**config.mk**
```make
export PLATFORM = sky130hd
export DESIGN_NAME = monitor_cmd_engine
export DESIGN_NICKNAME = d
export VERILOG_FILES = /design/src/rtl/monitor_pkg.sv /design/src/rtl/monitor_cmd_engine.sv
export SDC_FILE = /design/constraint.sdc
export NUM_CORES = 1
export LEC_CHECK = 0
export CORE_MARGIN = 2
export CORE_UTILIZATION = 28
export DETAILED_ROUTE_END_ITERATION = 6
export DONT_BUFFER_PORTS = 1
export GPL_ROUTABILITY_DRIVEN = 1
export PLACE_DENSITY_LB_ADDON = 0.05
export SLEW_MARGIN = 20
export SYNTH_ARGS = -nofsm -noshare
export SYNTH_HDL_FRONTEND = slang
export SYNTH_SLANG_ARGS = --single-unit
export TNS_END_PERCENT = 100
```
**constraint.sdc**
```tcl
create_clock -name clock -period 3 [get_ports clock]
set_input_delay 0.6 -clock clock [delete_from_list [all_inputs] [get_ports clock]]
set_output_delay 0.6 -clock clock [all_outputs]
set_load 0.03 [all_outputs]
```
**src/rtl/monitor_pkg.sv**
```systemverilog
// Command-engine constants and FSM state encoding.
//   Holds the host command bytes, the response bytes and the state enum
//   shared by monitor_cmd_engine and its testbench.
package monitor_pkg;

    localparam logic [7:0] CMD_WRITE = 8'h01;
    localparam logic [7:0] CMD_READ  = 8'h02;
    localparam logic [7:0] CMD_DUMP  = 8'h03;
    localparam logic [7:0] CMD_DEBUG = 8'h04;
    localparam logic [7:0] RSP_ACK   = 8'h06;
    localparam logic [7:0] RSP_NAK   = 8'h15;

    typedef enum logic [2:0] {
        IDLE,
        ARG1,
        ARG2,
        WR_PULSE,
        RD_WAIT,
        DBG_WAIT,
        SEND
    } state_e;

endpackage

```
**src/rtl/monitor_cmd_engine.sv**
```systemverilog
// Byte-command engine between the UART byte streams and the core's
// programmer/debug ports.
//   clock, reset           : system clock, synchronous active-high reset
//   rx_data/valid/ready    : incoming host bytes
//   tx_data/valid/ready    : outgoing response bytes
//   prg_we/MA/WD/RD        : programmer memory port (synchronous RAM)
//   dbg_addr/data/SZCy/F0/halt : core debug register select and snapshot
//   busy                   : a command is in progress
module monitor_cmd_engine
    import monitor_pkg::*;
#(
    parameter int unsigned RD_LAT  = 1,
    parameter int unsigned TIMEOUT = 1000000
) (
    input  logic        clock,
    input  logic        reset,
    input  logic [7:0]  rx_data,
    input  logic        rx_valid,
    output logic        rx_ready,
    output logic [7:0]  tx_data,
    output logic        tx_valid,
    input  logic        tx_ready,
    output logic        prg_we,
    output logic [7:0]  prg_MA,
    output logic [7:0]  prg_WD,
    input  logic [7:0]  prg_RD,
    output logic [2:0]  dbg_addr,
    input  logic [15:0] dbg_data,
    input  logic [2:0]  dbg_SZCy,
    input  logic        dbg_F0,
    input  logic        dbg_halt,
    output logic        busy
);

    localparam int unsigned TW = $clog2(TIMEOUT + 1);
    localparam int unsigned LW = $clog2(RD_LAT + 2);

    state_e        state_q, state_d;
    logic [7:0]    cmd_q, cmd_d;
    logic [7:0]    ma_q, ma_d;
    logic [7:0]    wd_q, wd_d;
    logic [8:0]    cnt_q, cnt_d;    // dump bytes still to send, including current
    logic [LW-1:0] lat_q, lat_d;
    logic [TW-1:0] tout_q, tout_d;
    logic [7:0]    txd_q, txd_d;
    logic          txv_q, txv_d;
    logic [15:0]   hold_q, hold_d;  // remaining debug snapshot bytes
    logic [1:0]    left_q, left_d;
    logic [2:0]    dbg_q, dbg_d;

    logic          rx_fire, tx_fire;
    logic [TW-1:0] tout_inc;

    assign rx_ready = !reset && (state_q inside {IDLE, ARG1, ARG2});
    assign rx_fire  = rx_valid && rx_ready;
    assign tx_fire  = txv_q && tx_ready;
    assign tout_inc = tout_q + TW'(1);

    assign tx_data  = txd_q;
    assign tx_valid = txv_q;
    assign prg_we   = !reset && (state_q == WR_PULSE);
    assign prg_MA   = ma_q;
    assign prg_WD   = wd_q;
    assign dbg_addr = dbg_q;
    assign busy     = !reset && (state_q != IDLE);

    always_comb begin
        state_d = state_q;
        cmd_d   = cmd_q;
        ma_d    = ma_q;
        wd_d    = wd_q;
        cnt_d   = cnt_q;
        lat_d   = '0;
        tout_d  = '0;
        txd_d   = txd_q;
        txv_d   = txv_q;
        hold_d  = hold_q;
        left_d  = left_q;
        dbg_d   = dbg_q;

        unique case (state_q)
            IDLE: begin
                cnt_d  = '0;
                left_d = '0;
                if (rx_fire) begin
                    cmd_d = rx_data;
                    if (rx_data inside {CMD_WRITE, CMD_READ, CMD_DUMP, CMD_DEBUG}) begin
                        state_d = ARG1;
                    end else begin
                        txd_d   = RSP_NAK;
                        txv_d   = 1'b1;
                        state_d = SEND;
                    end
                end
            end
            ARG1: begin
                if (rx_fire) begin
                    if (cmd_q == CMD_DEBUG) begin
                        dbg_d   = rx_data[2:0];
                        state_d = DBG_WAIT;
                    end else begin
                        ma_d    = rx_data;
                        state_d = (cmd_q == CMD_READ) ? RD_WAIT : ARG2;
                    end
                end else begin
                    tout_d = tout_inc;
                    if (tout_inc == TW'(TIMEOUT)) state_d = IDLE;
                end
            end
            ARG2: begin
                if (rx_fire) begin
                    if (cmd_q == CMD_WRITE) begin
                        wd_d    = rx_data;
                        state_d = WR_PULSE;
                    end else begin
                        cnt_d   = (rx_data == 8'h00) ? 9'd256 : {1'b0, rx_data};
                        state_d = RD_WAIT;
                    end
                end else begin
                    tout_d = tout_inc;
                    if (tout_inc == TW'(TIMEOUT)) state_d = IDLE;
                end
            end
            WR_PULSE: begin
                txd_d   = RSP_ACK;
                txv_d   = 1'b1;
                state_d = SEND;
            end
            RD_WAIT: begin
                // lat_q counts cycles since prg_MA last changed
                if (lat_q == LW'(RD_LAT)) begin
                    txd_d   = prg_RD;
                    txv_d   = 1'b1;
                    state_d = SEND;
                end else begin
                    lat_d = lat_q + LW'(1);
                end
            end
            DBG_WAIT: begin
                txd_d   = dbg_data[15:8];
                hold_d  = {dbg_data[7:0], 3'b000, dbg_halt, dbg_F0, dbg_SZCy};
                left_d  = 2'd2;
                txv_d   = 1'b1;
                state_d = SEND;
            end
            SEND: begin
                if (tx_fire) begin
                    if (left_q != 2'd0) begin
                        txd_d  = hold_q[15:8];
                        hold_d = {hold_q[7:0], 8'h00};
                        left_d = left_q - 2'd1;
                    end else begin
                        txv_d = 1'b0;
                        if (cnt_q > 9'd1) begin
                            cnt_d   = cnt_q - 9'd1;
                            ma_d    = ma_q + 8'd1;
                            state_d = RD_WAIT;
                        end else begin
                            state_d = IDLE;
                        end
                    end
                end
            end
            default: state_d = IDLE;
        endcase
    end

    always_ff @(posedge clock) begin
        if (reset) begin
            state_q <= IDLE;
            cmd_q   <= '0;
            ma_q    <= '0;
            wd_q    <= '0;
            cnt_q   <= '0;
            lat_q   <= '0;
            tout_q  <= '0;
            txd_q   <= '0;
            txv_q   <= 1'b0;
            hold_q  <= '0;
            left_q  <= '0;
            dbg_q   <= '0;
        end else begin
            state_q <= state_d;
            cmd_q   <= cmd_d;
            ma_q    <= ma_d;
            wd_q    <= wd_d;
            cnt_q   <= cnt_d;
            lat_q   <= lat_d;
            tout_q  <= tout_d;
            txd_q   <= txd_d;
            txv_q   <= txv_d;
            hold_q  <= hold_d;
            left_q  <= left_d;
            dbg_q   <= dbg_d;
        end
    end

endmodule

```
==> impl_results.md, run 1 <==
- # DRC: 0
- Highest Clock Rate: 420 MHz
- Worst EP arrival: 2.67 ns
- Max_cap viols: 0
- Post-synth top cells: nor2_1, dfxtp_1, nand2_1
- Num CTS Buffers: 9
- Antenna violations before repair: 0
- R2R Path End: cnt_q[0]
- Largest family of logic cells by synthesized area: simple AND/OR/NAND/NOR gates
- Pin count of the biggest net entering global routing: 70
- Cts hold-fix bufs: 0
- Synth Area in Adders: 0.0161
- Vias per cell: 5.16
- WHS Path Cells: 1
- Min-delay src: reset
- Synth cell types: 60
- Main synth FF type: dfxtp_1
- Clk_lat worst skew: 0.34 ns
- Crit path from: state_q[0]
- Die Y: 133 um
- Reg2Reg Depth: 7
- R2R Setup Slk: 0.62 ns
- R2r startpoint: state_q[0]
- RSZ-0062 raised after global routing: false
- PD cells: 715 nW/um2
- Final TNS setup: 0 ns
- Status: completed
- Core area: 16400 um2
- Max-Slew Margin vs Limit: 0.538
- GRT overflow: 0
- Die ar.: 17700 um2
- # Post-CTS Setup Buffers: 0
- Gr usage total: 0.162
- Post-synth EDFFs: 0
- CP endpoint: cnt_q[0]
- Fin crit period: 2.38 ns
- First-pass GRT wire length: 22.5 mm
- Hold Fails Final Rpt: 0
- Critical Path RT: 3.29 ns
- Post-cts gate resize count: 0
- Synth area leader: dfxtp_1
- P&R area growth vs syn: 10.5%
- Fin crit share: 0.794
- Row count: 47
- Clock sink total: 85
- Share of post-route cells with drive strength above 1: 0.0810
- Slew @ Worst Pin: 0.692 ns
- Clock tree root buffer cell: clkbuf_16
- CP Max Fanout: 10
- Synthesis Warnings: 0
- Iteration-0 DRC Markers: 188
- Via count: 4129
- DP HPWL: 9.84 mm
- Syn_nets: 629
- Mapped Cells: 582
- DRT antenna net count: 0
- Synth Area per Inst: 8.01 um2
- Lkg Pwr: 1.79 nW
- Setup clock skew after layout: 0.00453 ns
- Starting Density: 0.284
- Clock slew at reported path FFs: 0.06 ns
- Max clock buf depth: 2
- Fin nets: 622
- Top Ports: 72
- Cell Area, Synth: 4660 um2
- Post-synthesis mux area share: 0.0628
- Vias in the first global route: 4035
- Crit Path Class: reg2reg
- Synth area leaders: dfxtp_1, nor2_1, mux2i_1
- TritonCTS clock tree: built
- Die span in x: 133 um
- Post-Synth Simple-Gate Area: 0.275
- H-tree depth: 3
- Yosys top cell area share: 0.365
- Worst setup EP type: flop
- Worst setup SP type: flop
- Antenna diode count: 0
- Post-synthesis sequential area ratio: 0.365
- Layout Utilization: 0.314
- Max-slew violation count: 0
- Register bit count reported by yosys: 85
- Worst VDD drop: 0.242 mV
- Most frequent cell after synthesis: nor2_1
- Filler cells: 1760
- Drt pass-1 iters: 4
- Post-synth ARST share: 0
- Wire length per cell: 17.3 um
- Final setup viols: 0
- DRT Wirelength: 13.8 mm
- Power consumption: 0.00368 W
- Class of the worst hold path: in2reg
- Port buffer count: 0
- Final GP Congestion: 0.775
- Synth Area in Compound Gates: 0.180
- Post-synthesis xor/xnor area fraction: 0.0470
-- power by group --
group | total (W) | internal [W] | switching [W]
logic | 0.00120 | 0.000467 | 0.000733
registers | 0.00140 | 0.00122 | 0.000179
clock network | 0.00108 | 0.000607 | 0.000476
-- cell families (layout without fill, tap and decap cells) --
| logic type | after synthesis | count (layout) |
|---|---|---|
| DFF | 85 | 85 |
| and+or+nand+nor | 264 | 264 |
| muxes | 29 | 29 |
| buffers and inverters | 49 | 47 |
| AOI/OAI and AO/OA | 124 | 124 |
| adders and majority gates | 6 | 6 |
| xor gates and xnor gates | 25 | 25 |
-- sequential cells by signal, indices dropped and copies added (netlist names), 2 cells and up --
signal,flops
prg_WD,8
tout_q,20
left_q,2
cmd_q,8
dbg_addr,3
state_q,3
cnt_q,9
prg_MA,8
tx_data,8
hold_q,13
lat_q,2
-- layout by cell type, fill, tap and decap left out, types with 3 or more instances in the layout --
| cell type | synthesis | layout |
|---|---|---|
| nor2_1 | 93 | 93 |
| clkbuf_16 | 0 | 9 |
| o22ai_1 | 6 | 6 |
| a311oi_1 | 7 | 7 |
| nand4_1 | 9 | 9 |
| a22oi_1 | 14 | 14 |
| inv_1 | 12 | 12 |
| buf_4 | 1 | 18 |
| a31oi_1 | 4 | 4 |
| o21a_1 | 3 | 3 |
| mux2i_1 | 27 | 27 |
| a211oi_1 | 7 | 7 |
| o21ai_0 | 22 | 22 |
| and3_1 | 10 | 10 |
| nand2b_1 | 6 | 6 |
| and2_1 | 5 | 5 |
| o211ai_1 | 3 | 3 |
| dfxtp_1 | 85 | 85 |
| nor2b_1 | 7 | 7 |
| a21oi_1 | 32 | 32 |
| nand3_1 | 29 | 29 |
| a21o_1 | 3 | 3 |
| nand2_1 | 65 | 65 |
| xnor2_1 | 14 | 14 |
| ha_1 | 6 | 6 |
| nor4_1 | 3 | 3 |
| nor3_1 | 14 | 14 |
| or3_1 | 5 | 5 |
| and4_1 | 4 | 4 |
| xor2_1 | 11 | 11 |
-- worst max-delay path, stage by stage (launching register included) --
cell and delay [ns]:
dfxtp_1 0.56, buf_4 0.25, nor2b_1 0.07, and2_1 0.29, o21a_1 0.20, nor3_2 0.49
mux2_2 0.40, nor2_1 0.07
-- layout make-up --
class                   instances  area [um2]  share of cell area
inverters                      13        48.8             0.00948
well taps                     220         275              0.0534
clock inverters                 3        20.0             0.00389
flip-flops and latches         85        1700               0.330
repair buffers                 18         135              0.0262
multi-input cells             448        2710               0.526
clock buffers                  13         260              0.0505
-- worst min path at each step --
stage                     slack [ns]         end
after detailed placement        0.41    lat_q[0]
final                           0.33  tx_data[3]
after floorplan                 0.40    lat_q[0]
after global routing            0.31  tx_data[5]
after CTS                       0.31  tx_data[3]
after global placement          0.41    lat_q[0]
-- stage by stage --
stage	area, um2	std cells	setup WS (ns)	hold WS [ns]
finish	5150	800	0.618	0.330
global route	5150	800	0.443	0.309
CTS	5150	800	0.579	0.311
detailed placement	4870	784	0.307	0.411
global placement	4870	784	0.365	0.405
floorplan	4660	582	0.552	0.397
-- routing by layer --
metal  track usage  vias up  part of all wire
met5             0        -                 0
met3        0.0456       23             0.056
li1              -     2063                 -
met2         0.249       82              0.44
met1         0.213     1961              0.48
met4        0.0681        0             0.023
No activity file was read; power rests on OpenSTA's default activity.
==> run 2, diff against run 1 <==
Clock period 3 ns to 2.34 ns, I/O delays scaled along.
==> run 2 against run 1 <==
  * Die area unchanged
  * Highest routed layer unchanged
  * Clock-buffer cell count is the same
  * Sequential share of layout area shrank 0.90 points
  * Non-clock buffer count up 17
  * Via count is 0.78% higher
  * Largest power group unchanged
  * Wire length shrank 0.12%
==> impl_results.md, run 2 (synthesized netlist as in run 1, its figures left out) <==
- Status: completed
- R2R Setup Slk: 0.15 ns (-0.47 ns)
- Worst setup SP type: flop
- Crit-path most repeated cell: buf_4
- Via count: 4161 (+0.78%)
- Top Ports: 72 (unchanged)
- Clock tree root buffer cell: clkbuf_16
- Commonest non-fill, non-tap cell in the layout: nor2_1
- R2r startpoint: cnt_q[1]
- Hold Fails Final Rpt: 0 (unchanged)
- # DRC: 0 (unchanged)
- PD cells: 914 nW/um2 (+28%)
- Worst hold slack: 0.202 ns (-0.128 ns)
- Clock sink total: 85 (unchanged)
- Layout Utilization: 0.323 (+0.00908)
- R2R Path End: cnt_q[0]
- Core area: 16400 um2 (unchanged)
- Slew @ Worst Pin: 0.676 ns (-0.0156 ns)
- Reg2Reg Depth: 7 (unchanged)
- Fin nets: 639 (+2.7%)
- Final non-filler cell total: 816 (+2.0%)
- # Post-CTS Setup Buffers: 0 (unchanged)
- Fin crit period: 2.21 ns
- Final setup viols: 0 (unchanged)
- Max FFs per register: 20 (unchanged)
- Fin area: 5300 um2 (+2.9%)
- GRT busiest layer: met2
- Final worst setup slack: 0.126 ns (-0.491 ns)
- Max-slew violation count: 0 (unchanged)
- DRT antenna net count: 0 (unchanged)
- Post-cts gate resize count: 0 (unchanged)
- GRT overflow: 0 (unchanged)
- H-tree depth: 3 (unchanged)
- Max clock buf depth: 2 (unchanged)
- Most frequent cells in the layout: nor2_1, dfxtp_1, nand2_1, buf_4, a21oi_1
- Antenna diode count: 0 (unchanged)
- CP max-delay cell: dfxtp_1
- Cts hold-fix bufs: 0 (unchanged)
- WHS Path Cells: 1 (unchanged)
- Hold EP: tx_data[6]
- Die ar.: 17700 um2 (unchanged)
- DRT Wirelength: 13.8 mm (-0.12%)
- Cell area reported after detailed placement: 5010 um2 (+2.9%)
- Setup clock skew after layout: 0.00635 ns (+0.00182 ns)
- Fin crit share: 0.946
- Critical Path RT: 1.87 ns (-1.42 ns)
- Vias per cell: 5.10 (-1.2%)
- Final GP Congestion: 0.776 (+0.13%)
- GR Layer Usage met1: 0.219 (+0.00546)
- P&R area growth vs syn: 13.7%
- Highest Clock Rate: 452 MHz
- Share of post-route cells with drive strength above 1: 0.109 (+0.0280)
- Min-delay src: reset
- Met3 Use GR: 0.0421 (-0.00345)
- Die Y: 133 um (unchanged)
- Max_cap viols: 0 (unchanged)
- Top flop regs: tout_q (20), hold_q (13), cnt_q (9)
- First-pass GRT wire length: 22.3 mm (-1.1%)
- Largest Register: tout_q
- Lkg Pwr: 1.89 nW (+5.5%)
- Clk_lat worst skew: 0.35 ns (about the same)
- Gr usage total: 0.162 (-0.000553)
- Wire length per cell: 16.9 um (-2.1%)
- Bufs and invs on worst path: 3 (+2)
- Iteration-0 DRC Markers: 231 (+23%)
- Vias in the first global route: 3976 (-1.5%)
- Die span in x: 133 um (unchanged)
- Critical Path, Cell by Cell: buf_4, buf_4, nand2_1, nor3_1, buf_4
- Cells after DPL: 801 (+2.2%)
- Antenna violations before repair: 0 (unchanged)
- Crit-path max cell delay: 0.44 ns (-0.12 ns)
- TritonCTS clock tree: built
- Pin count of the biggest net entering global routing: 70 (unchanged)
- Num CTS Buffers: 9 (unchanged)
- Top Family by Delay on Critical Path: buffers and inverters
- Port buffer count: 0 (unchanged)
- Worst VDD drop: 0.374 mV (+55%)
- Worst EP arrival: 1.75 ns (-0.92 ns)
- Dpl ws: -0.00437 ns (-0.311 ns)
- Drt pass-1 iters: 5 (+1)
- Class of the worst hold path: in2reg
- Crit Path Class: reg2out
- Max-Slew Margin vs Limit: 0.548 (+0.0104)
- Starting Density: 0.284 (unchanged)
- DP HPWL: 10.0 mm (+1.7%)
- Met2 usage: 0.243 (-0.00604)
- CP Max Fanout: 9 (-1)
- Row count: 47 (unchanged)
- Clock slew at reported path FFs: 0.06 ns (about the same)
- Worst setup EP type: output port
==> run 2: changes by cell type in the layout (fill, tap and decap cells not counted), sizes merged <==
| cell | delta |
|---|---|
| bufinv | +1 |
| buf | +17 |
| clkinvlp | -2 |
==> run 2: routing by layer <==
| metal | routed length, um | vias up | part of all wire |
|---|---|---|---|
| met5 | 0 | - | 0 |
| met4 | 199 | 0 | 0.014 |
| met3 | 765 | 11 | 0.055 |
| met2 | 6080 | 75 | 0.44 |
| met1 | 6750 | 1984 | 0.49 |
| li1 | - | 2091 | - |
==> run 2: worst max-delay path by stage <==
stage	start	end	slack [ns]	cells past startpoint
2_1_floorplan	reset	cnt_q[1]	0.02	7
3_3_place_gp	rx_data[3]	tx_data[4]	0.03	7
3_5_place_dp	rx_data[3]	tx_data[2]	-0.004	6
4_1_cts	state_q[0]	prg_we	0.05	5
5_1_grt	tout_q[0]	state_q[0]	-0.03	7
6_report	state_q[1]	prg_we	0.13	5
==> run 2: power by group <==
group          switching (W)  total (W)  internal [W]
Clock               0.000577    0.00140      0.000822
Sequential          0.000199    0.00176       0.00156
Combinational       0.000990    0.00168      0.000694
==> run 2: worst register-to-register path: stages (launching register included) <==
cell and delay, ns:
dfxtp_1 0.36, inv_1 0.09, ha_1 0.18, o2111a_1 0.31, o21a_1 0.23, nor3_2 0.49
mux2_2 0.40, nor2_1 0.07
==> run 2: final cells by class <==
type / instances / area, um2
fillers: 1746 / 11100
inverters: 13 / 48.8
clock inverters: 2 / 35.0
well taps: 220 / 275
flip-flops and latches: 85 / 1700
multi-input cells: 448 / 2720
clock buffers: 13 / 240
repair buffers: 35 / 275
==> run 2: stage by stage <==
| step | TNS (ns) | power [W] |
|---|---|---|
| floorplan | 0 | 0.00297 |
| global placement | 0 | 0.00349 |
| detailed placement | -0.00644 | 0.00349 |
| CTS | 0 | 0.00492 |
| global route | -0.0277 | 0.00519 |
| finish | 0 | 0.00485 |
==> run 3, diff against run 2 <==
--- a/config.mk
+++ b/config.mk
@@ -8,3 +8,3 @@
 export CORE_MARGIN = 2
-export CORE_UTILIZATION = 28
+export CORE_UTILIZATION = 50
 export DETAILED_ROUTE_END_ITERATION = 6
==> constraint.sdc (replaced) <==
create_clock -name clock -period 2.34 [get_ports clock]
set_input_delay 0.351 -clock clock [delete_from_list [all_inputs] [get_ports clock]]
set_output_delay 0.351 -clock clock [all_outputs]
set_load 0.03 [all_outputs]
==> run 3 against run 2 <==
  * Hold slack worse by 0.15 ns
  * Wire length down 15%
  * Sequential share of layout area rose by 2.0 points
  * Combinational power shrank 8%
  * Critical path type is now reg2reg
  * Critical endpoint is now prg_WD[3]
==> impl_results.md, run 3 (synthesized netlist as in run 1, its figures left out) <==
- Status: completed
- Max-slew violation count: 0 (unchanged)
- DRT Wirelength: 11.7 mm (-15%)
- Class of the worst hold path: in2reg
- Clock slew at reported path FFs: 0.10 ns (+0.04 ns)
- Met3 Use GR: 0.0756 (+0.0334)
- Gr usage total: 0.239 (+0.0772)
- Max FFs per register: 20 (unchanged)
- P&R area growth vs syn: 7.03%
- Final setup viols: 0 (unchanged)
- Slew @ Worst Pin: 0.685 ns (+0.00934 ns)
- Top flop regs: tout_q (20), hold_q (13), cnt_q (9)
- GRT busiest layer: met2
- Commonest non-fill, non-tap cell in the layout: nor2_1
- Iteration-0 DRC Markers: 134 (-42%)
- TritonCTS clock tree: built
- Max_cap viols: 0 (unchanged)
- Met2 usage: 0.374 (+0.131)
- Worst hold slack: 0.0525 ns (-0.150 ns)
- Row count: 35 (-26%)
- Port buffer count: 0 (unchanged)
- GRT overflow: 0 (unchanged)
- Vias in the first global route: 3809 (-4.2%)
- Filler cells: 915 (-48%)
- Starting Density: 0.509 (+0.225)
- Num CTS Buffers: 9 (unchanged)
- Hold Fails Final Rpt: 0 (unchanged)
- Multi-input logic area: 2720 um2 (-0.23%)
- Die Y: 101 um (-24%)
- FF/Latch Area: 1700 um2 (about the same)
- Fin area: 4990 um2 (-5.9%)
- Die span in x: 101 um (-24%)
- First-pass GRT wire length: 19.1 mm (-14%)
- DRT antenna net count: 0 (unchanged)
- Die ar.: 10100 um2 (-43%)
- Final GP Congestion: 0.870 (+12%)
- DP HPWL: 8.40 mm (-16%)
- RSZ-0062 raised after global routing: false
- Pin count of the biggest net entering global routing: 70 (unchanged)
- Via count: 4088 (-1.8%)
- Vias per cell: 5.84 (+15%)
- Reg2Reg Depth: 6 (-1)
- Fin crit period: 2.19 ns (-0.0268 ns)
- # DRC: 0 (unchanged)
- Max clock buf depth: 2 (unchanged)
- PD cells: 860 nW/um2 (-5.9%)
- Crit Path Class: reg2reg
- Core area: 9150 um2 (-44%)
- Worst EP arrival: 2.45 ns (+0.70 ns)
- GR Layer Usage met1: 0.324 (+0.105)
- Clk_lat worst skew: 0.37 ns (+0.02 ns)
- Wire length per cell: 16.7 um (-1.2%)
- H-tree depth: 3 (unchanged)
- Highest Clock Rate: 457 MHz (+1.2%)
- CP Max Fanout: 8 (-1)
- Crit path from: cmd_q[3]
- Share of post-route cells with drive strength above 1: 0.100 (-0.00889)
- Antenna violations before repair: 0 (unchanged)
- Worst setup SP type: flop
- R2R Setup Slk: 0.15 ns (about the same)
- Fin nets: 631 (-1.3%)
- Final TNS setup: 0 ns (unchanged)
- Antenna diode count: 0 (unchanged)
- Drt pass-1 iters: 4 (-1)
- R2r startpoint: cmd_q[3]
- Fin crit share: 0.935 (-0.0115)
- Largest Register: tout_q
- Cell area reported after detailed placement: 4800 um2 (-4.2%)
- Setup clock skew after layout: 0.0152 ns (+0.00883 ns)
- Most frequent cells in the layout: nor2_1, dfxtp_1, nand2_1, a21oi_1, nand3_1
- R2R Path End: prg_WD[3]
- Max-Slew Margin vs Limit: 0.542 (-0.00624)
- CP endpoint: prg_WD[3]
- Worst VDD drop: 0.393 mV (+5.2%)
- Critical Path RT: 2.60 ns (+0.73 ns)
- Clock sink total: 85 (unchanged)
- Worst setup EP type: flop
- Lkg Pwr: 1.80 nW (-4.9%)
- Top Ports: 72 (unchanged)
- Clock tree root buffer cell: clkbuf_8
==> run 3: cell types whose count changed in the layout (fill, tap and decap cells not counted), sizes merged <==
cell / before / now
buf: 35 / 27
bufinv: 1 / 0
clkbuf: 13 / 9
clkinv: 2 / 3
clkinvlp: 0 / 2
inv: 12 / 15
==> run 3: worst min-delay path by stage <==
stage             start    endpoint  slack, ns  cells after the start
3_3_place_gp   lat_q[0]    lat_q[0]       0.41                      1
6_report          reset    tx_valid       0.05                      1
2_1_floorplan  lat_q[0]    lat_q[0]       0.40                      1
4_1_cts           reset  hold_q[14]       0.03                      1
3_5_place_dp   lat_q[0]    lat_q[0]       0.41                      1
5_1_grt           reset  tx_data[2]       0.02                      1
==> run 3: cell type report <==
cell class | instances | area share
multi-input combinational | 448 | 0.544
sequential | 85 | 0.341
timing repair buffer | 27 | 0.0406
tap | 111 | 0.0278
clock buffer | 9 | 0.0248
clock inverter | 7 | 0.0115
inverter | 13 | 0.00978
==> run 3: per-stage QoR <==
stage	power (W)	worst slack, ns	util	instances
2_1_floorplan	0.00297	0.139	-	582
3_3_place_gp	0.00331	0.105	0.525	684
3_5_place_dp	0.00334	0.0550	0.525	684
4_1_cts	0.00433	0.142	0.544	700
5_1_grt	0.00457	0.0109	0.545	700
6_report	0.00429	0.153	0.545	700
==> run 3: worst max-delay path, cell delays in order, from the launching register on <==
cell and delay (ns):
dfxtp_1 0.32, or4_4 0.58, or3_4 0.41, nor3_2 0.25, buf_4 0.25, mux2i_1 0.21
nor2_1 0.06
==> run 3: power breakdown <==
group | internal, W | leakage, nW | switching [W] | total, W
clock | 0.000400 | 0.0881 | 0.000583 | 0.000984
sequential | 0.00156 | 0.687 | 0.000191 | 0.00175
combinational | 0.000614 | 1.02 | 0.000941 | 0.00155
total | 0.00258 | 1.80 | 0.00172 | 0.00429
==> run 3: per-layer routing <==
metal  vias up  part of all wire
li1       2073                 -
met1      1914              0.47
met2        92              0.46
met3         9             0.059
met4         0             0.012
met5         -                 0
==> run 3: timing repair <==
item | 4_1_cts | 5_1_grt
hold buffers | 0 | 0
setup endpoints to repair | 0 | 2
buffers inserted | 0 | 0
resized for setup | 0 | 2
endpoints found under the hold margin | 0 | 0
